===== src/rtl/usb_wb_pkg.sv =====
// Shared types and default widths for the USB Wishbone arbiter slice.
package usb_wb_pkg;

  typedef enum logic [1:0] {
    IDLE = 2'd0,
    BUSY = 2'd1,
    ERR  = 2'd2
  } arb_state_t;

  localparam int WB_AW  = 32;
  localparam int WB_DW  = 32;
  localparam int WDOG_W = 16;

endpackage


===== src/rtl/usb_rr_pick.sv =====
// Combinational round-robin picker: first requester scanning from last+1 modulo N.
module usb_rr_pick #(
  parameter int N  = 2,
  parameter int GW = $clog2(N)
) (
  input  logic [N-1:0]  req,
  input  logic [GW-1:0] last,
  output logic [GW-1:0] grant,
  output logic          valid
);

  logic [GW-1:0] idx;

  always_comb begin
    grant = '0;
    valid = 1'b0;
    idx   = '0;
    // The previous owner is visited last, so it only wins when nobody else asks.
    for (int i = 1; i <= N; i++) begin
      idx = GW'((int'(last) + i) % N);
      if (!valid && req[idx]) begin
        grant = idx;
        valid = 1'b1;
      end
    end
  end

endmodule


===== src/rtl/usb_wb_arbiter.sv =====
// Round-robin Wishbone classic arbiter in front of the usb_device slave port,
// with a per-transfer watchdog that aborts hung transfers with an error.
module usb_wb_arbiter
  import usb_wb_pkg::*;
#(
  parameter  int NUM_M   = 2,
  parameter  int AW      = WB_AW,
  parameter  int DW      = WB_DW,
  parameter  int TIMEOUT = 255,
  localparam int SW      = DW / 8,
  localparam int GW      = $clog2(NUM_M)
) (
  input  logic              i_wb_clk,
  input  logic              i_wb_rst_n,
  input  logic [NUM_M-1:0]    i_m_cyc,
  input  logic [NUM_M-1:0]    i_m_stb,
  input  logic [NUM_M-1:0]    i_m_we,
  input  logic [NUM_M*AW-1:0] i_m_adr,
  input  logic [NUM_M*DW-1:0] i_m_dat,
  input  logic [NUM_M*SW-1:0] i_m_sel,
  output logic [NUM_M-1:0]    o_m_ack,
  output logic [NUM_M-1:0]    o_m_err,
  output logic [DW-1:0]       o_m_dat,
  output logic              o_s_cyc,
  output logic              o_s_stb,
  output logic              o_s_we,
  output logic [AW-1:0]     o_s_adr,
  output logic [DW-1:0]     o_s_dat,
  output logic [SW-1:0]     o_s_sel,
  input  logic              i_s_ack,
  input  logic [DW-1:0]     i_s_dat,
  output logic [GW-1:0]     o_grant,
  output logic              o_busy
);

  arb_state_t        state;
  logic [GW-1:0]     grant;
  logic [GW-1:0]     last;
  logic [WDOG_W-1:0] wdog;
  logic [GW-1:0]     pick;
  logic              pick_vld;
  logic              fwd;
  logic              s_stb;
  logic              timeout_hit;

  usb_rr_pick #(
    .N  (NUM_M),
    .GW (GW)
  ) u_pick (
    .req   (i_m_cyc),
    .last  (last),
    .grant (pick),
    .valid (pick_vld)
  );

  // The owner's cyc gates everything so the slave sees cyc fall in the same cycle.
  always_comb begin
    fwd         = (state == BUSY) && i_m_cyc[grant];
    s_stb       = fwd && i_m_stb[grant];
    // wdog counts completed wait cycles, so this is the TIMEOUT-th unacked stb cycle.
    timeout_hit = s_stb && !i_s_ack && (wdog == WDOG_W'(TIMEOUT - 1));
  end

  assign o_s_cyc = fwd;
  assign o_s_stb = s_stb;
  assign o_s_we  = fwd && i_m_we[grant];
  assign o_s_adr = fwd ? i_m_adr[grant*AW +: AW] : '0;
  assign o_s_dat = fwd ? i_m_dat[grant*DW +: DW] : '0;
  assign o_s_sel = fwd ? i_m_sel[grant*SW +: SW] : '0;
  assign o_m_dat = i_s_dat;
  assign o_grant = grant;
  assign o_busy  = (state != IDLE);

  always_comb begin
    o_m_ack        = '0;
    o_m_err        = '0;
    o_m_ack[grant] = s_stb && i_s_ack;
    o_m_err[grant] = timeout_hit;
  end

  always_ff @(posedge i_wb_clk or negedge i_wb_rst_n) begin
    if (!i_wb_rst_n) begin
      state <= IDLE;
      grant <= '0;
      last  <= GW'(NUM_M - 1);
      wdog  <= '0;
    end else begin
      case (state)
        IDLE: begin
          if (pick_vld) begin
            grant <= pick;
            last  <= pick;
            wdog  <= '0;
            state <= BUSY;
          end
        end
        BUSY: begin
          if (!i_m_cyc[grant]) begin
            state <= IDLE;
          end else if (timeout_hit) begin
            state <= ERR;
          end else if (s_stb) begin
            wdog <= i_s_ack ? '0 : wdog + 1'b1;
          end
        end
        ERR: begin
          if (!i_m_cyc[grant]) state <= IDLE;
        end
        default: state <= IDLE;
      endcase
    end
  end

endmodule

===== config.mk =====
export PLATFORM = sky130hd
export DESIGN_NAME = usb_wb_arbiter
export DESIGN_NICKNAME = d
export VERILOG_FILES = /design/src/rtl/usb_wb_pkg.sv /design/src/rtl/usb_rr_pick.sv /design/src/rtl/usb_wb_arbiter.sv
export SDC_FILE = /design/constraint.sdc
export NUM_CORES = 1
export LEC_CHECK = 0
export BUFFER_PORTS_ARGS = -buffer_cell sky130_fd_sc_hd__buf_4
export CORE_AREA = 2 2 111 113
export CTS_BUF_LIST = sky130_fd_sc_hd__clkbuf_16
export DETAILED_ROUTE_END_ITERATION = 8
export DIE_AREA = 0 0 113 115
export REMOVE_ABC_BUFFERS = 1
export SLEW_MARGIN = 10
export SYNTH_ARGS = -nofsm -noshare
export SYNTH_HDL_FRONTEND = slang
export SYNTH_HIERARCHICAL = 1
export SYNTH_SLANG_ARGS = --single-unit

===== constraint.sdc =====
create_clock -name i_wb_clk -period 2.2 [get_ports i_wb_clk]
set_input_delay 0.11 -clock i_wb_clk [delete_from_list [all_inputs] [get_ports i_wb_clk]]
set_output_delay 0.11 -clock i_wb_clk [all_outputs]
set_load 0.1 [all_outputs]

==> qor.csv <==
metric;value;unit
H-tree lvl count;1;
Crit. End Element;primary output;
die height;115;um
Final Max Tran Viols;0;
RePlAce Congestion;0.8582;
CP max FO;3;
fin area;4213;sq um
Initial Utilization;0.2085;
num rows;40;
post-synthesis sequential area ratio;0.2038;
Final Hold Vio Count;0;
Critical Path RT;2.09;ns
vias per inst;4.701;
min-delay src;i_m_cyc[0];
fraction of layout cells with a size suffix above 1;0.4862;
initial antenna violation count;0;
unrepaired setup endpoints after global routing;yes;
Final Util;0.3567;
Final setup viols;0;
initial DRC count;214;
TritonCTS Buffers;3;
vias in the first global route;2888;
Synth Area per Inst;7.600;sq um
Gate Count Post-Synth;324;
Worst Setup Start Kind;flop;
cell taking the most area after synthesis;mux2i_1;
Hold Slack;0.1783;ns
Clock Path Buffers;2;
Non-Filler Instances;655;
grt total ovfl;0;
Crit Path Category;flop to primary output;
CP arrival;2.04;ns
Worst-Skew Late Latency;0.25;ns
peak supply drop;0.8599;mV
via count;3079;
Die Area;13000;sq um
Setup Skew;0.002317;ns
pin count of the biggest net entering global routing;43;
DP Area;4049;sq um
Antenna diodes;0;
Root Buffer;clkbuf_16;
post-synth top area share;0.2886;
dpl hpwl;10200;um
I/O Buffers;221;
die width;113;um
core region area;11810;sq um
slew margin rel.;0.6500;
status;finished with violations;
placed insts;648;
Wirelength per Cell;18.76;um
Slew @ Worst Pin;0.5202;ns
Yosys warnings;6;
ranking of synthesized cells by area;mux2i_1 29%, dfrtp_1 19%, nor2_1 12%, buf_4 10%, nand2_1 2.4%;
fin crit period;2.151;ns
total power;6.080;mW
Pleak;2.133;nW
origin of the critical flop-to-flop path;wdog[0]$_DFFE_PN0P_;
DRC viols;20;
final critical-path share of the clock period;0.9779;
P&R area growth vs syn;71.09;%
Worst R2R Path Depth;7;
drt first pass iters;6;
FMAX;0.4648;GHz
first-pass GRT wire length;16880;um
synth unique cells;42;
worst hold path type;input port to flop;
clk slew on worst S/H paths;0.06;ns
Min-Delay Path Depth;4;
failing checks;DRC;
maxcap violations;0;
CTS Sinks;20;
TritonCTS clock tree;done;
antenna viol nets, final;0;
final WL;12290;um
I/O pin count;286;
Yosys reg bits;20;
nets;688;
reg2reg end;wdog[5]$_DFFE_PN0P_;
synthesized area;2462;sq um
FF-to-FF setup slack;0.22;ns
Endpoint, Worst Hold;last$_DFFE_PN1P_;
Pwr per Cell Area;1443;nW/um^2
GRT Util Overall;0.1679;
==> layer usage <==
layer | routed length [um] | global-route usage
met1 | 4758 | 0.2138
met2 | 5753 | 0.2651
met3 | 1639 | 0.07696
met4 | 133 | 0.02602
met5 | 0 | 0.02222
==> state kept, by name (all words and copies together) (netlist names) <==
| register | cells |
|---|---|
| last | 1 |
| o_grant | 1 |
| state | 2 |
| wdog | 16 |
==> power by group <==
group          switching (mW)  internal [mW]  total, mW  leakage, nW
Clock                   0.141          0.242      0.384       0.0385
Combinational            4.02           1.23       5.25         1.82
Sequential             0.0352          0.416      0.451        0.270
Total                    4.20           1.88       6.08         2.13
==> layout make-up <==
class                      instances  area (sq um)
sequential                        20         505.5
tap                              147         183.9
multi-input combinational        248          1652
clock inverter                     1         3.754
fill                            1197          7599
inverter                           5         18.77
timing repair buffer             231          1774
clock buffer                       3         75.07
==> layout by cell type (no fill, tap or decap), drive strengths merged, types with 4 or more instances in the layout <==
master / Yosys / final
a21oi: 9 / 9
and2: 5 / 5
buf: 49 / 230
dfrtp: 19 / 19
inv: 5 / 5
mux2i: 71 / 71
nand2: 16 / 16
nand3: 9 / 9
nand4: 5 / 5
nor2: 80 / 80
nor4: 4 / 4
o21ai: 12 / 12
o31ai: 6 / 6
==> critical path: stages (launching register included) <==
cell	delay, ns
dfrtp_1	0.39
inv_1	0.07
ha_1	0.16
or3b_4	0.39
nor4_4	0.31
nand2_2	0.16
nor2_4	0.13
buf_12	0.18
==> cells by family (layout without fill, tap and decap cells) <==
kind of cell / after synthesis / in the layout / share of synthesized area
muxes: 72 / 72 / 0.2932
and+or+nand+nor: 138 / 138 / 0.2612
DFF: 20 / 20 / 0.2038
buffers and inverters: 56 / 240 / 0.1408
AOI/OAI and AO/OA: 32 / 32 / 0.07673
adders and majority gates: 2 / 2 / 0.01016
xor gates and xnor gates: 4 / 4 / 0.01423
==> synthesized netlist by cell type <==
| library cell | count |
|---|---|
| nor2_1 | 80 |
| mux2i_1 | 71 |
| buf_4 | 33 |
| dfrtp_1 | 19 |
| nand2_1 | 16 |
| buf_2 | 10 |
| a21oi_1 | 8 |
| nand3_1 | 8 |
| o21ai_0 | 8 |
| buf_1 | 6 |
| o31ai_1 | 6 |
| and2_1 | 5 |
| inv_1 | 4 |
| nand4_1 | 4 |
| nor4_1 | 4 |
| o21ai_1 | 4 |
| and3_1 | 3 |
| or2_1 | 3 |
| or3_1 | 3 |
| xor2_1 | 3 |
| a31oi_1 | 2 |
| clkbuf_1 | 2 |
| ha_1 | 2 |
| nand2b_1 | 2 |
| a21boi_0 | 1 |
| a21oi_2 | 1 |
| a22oi_1 | 1 |
| and4_1 | 1 |
| and4bb_1 | 1 |
| dfstp_2 | 1 |
| inv_2 | 1 |
| mux2_2 | 1 |
| nand3_2 | 1 |
| nand3b_1 | 1 |
| nand4_2 | 1 |
| nor2b_1 | 1 |
| nor3_2 | 1 |
| nor4b_1 | 1 |
| o211ai_1 | 1 |
| or3b_2 | 1 |
| or4_1 | 1 |
| xnor2_1 | 1 |
==> metrics by stage <==
stage | setup TNS, ns | setup slack [ns]
6_report | 0 | 0.04861
4_1_cts | -0.007435 | -0.007435
2_1_floorplan | -369.33 | -4.538
3_5_place_dp | 0 | 0.1425
5_1_grt | -0.05859 | -0.03001
3_3_place_gp | 0 | 0.1520
==> how the worst max path moves through the flow <==
stage                   startpoint         end  slack [ns]  depth (start not counted)
2_1_floorplan  o_grant$_DFFE_PN0P_  o_m_ack[0]       -4.54                          4
3_3_place_gp   wdog[0]$_DFFE_PN0P_  o_m_err[0]        0.15                          7
3_5_place_dp   wdog[0]$_DFFE_PN0P_  o_m_err[1]        0.14                          7
4_1_cts        wdog[0]$_DFFE_PN0P_  o_m_err[1]      -0.007                          7
5_1_grt        wdog[0]$_DFFE_PN0P_  o_m_err[0]       -0.03                          7
6_report       wdog[0]$_DFFE_PN0P_  o_m_err[0]        0.05                          7
==> repair_timing <==
action                     4_1_cts  5_1_grt
setup endpoints to repair        2        6
setup buffers                    1        1
gates resized for setup          4       10
pin swaps                        1        2
hold endpoints to repair        20        0
hold buffers                     1        0
Note: power is estimated with default switching activity, not from simulation.
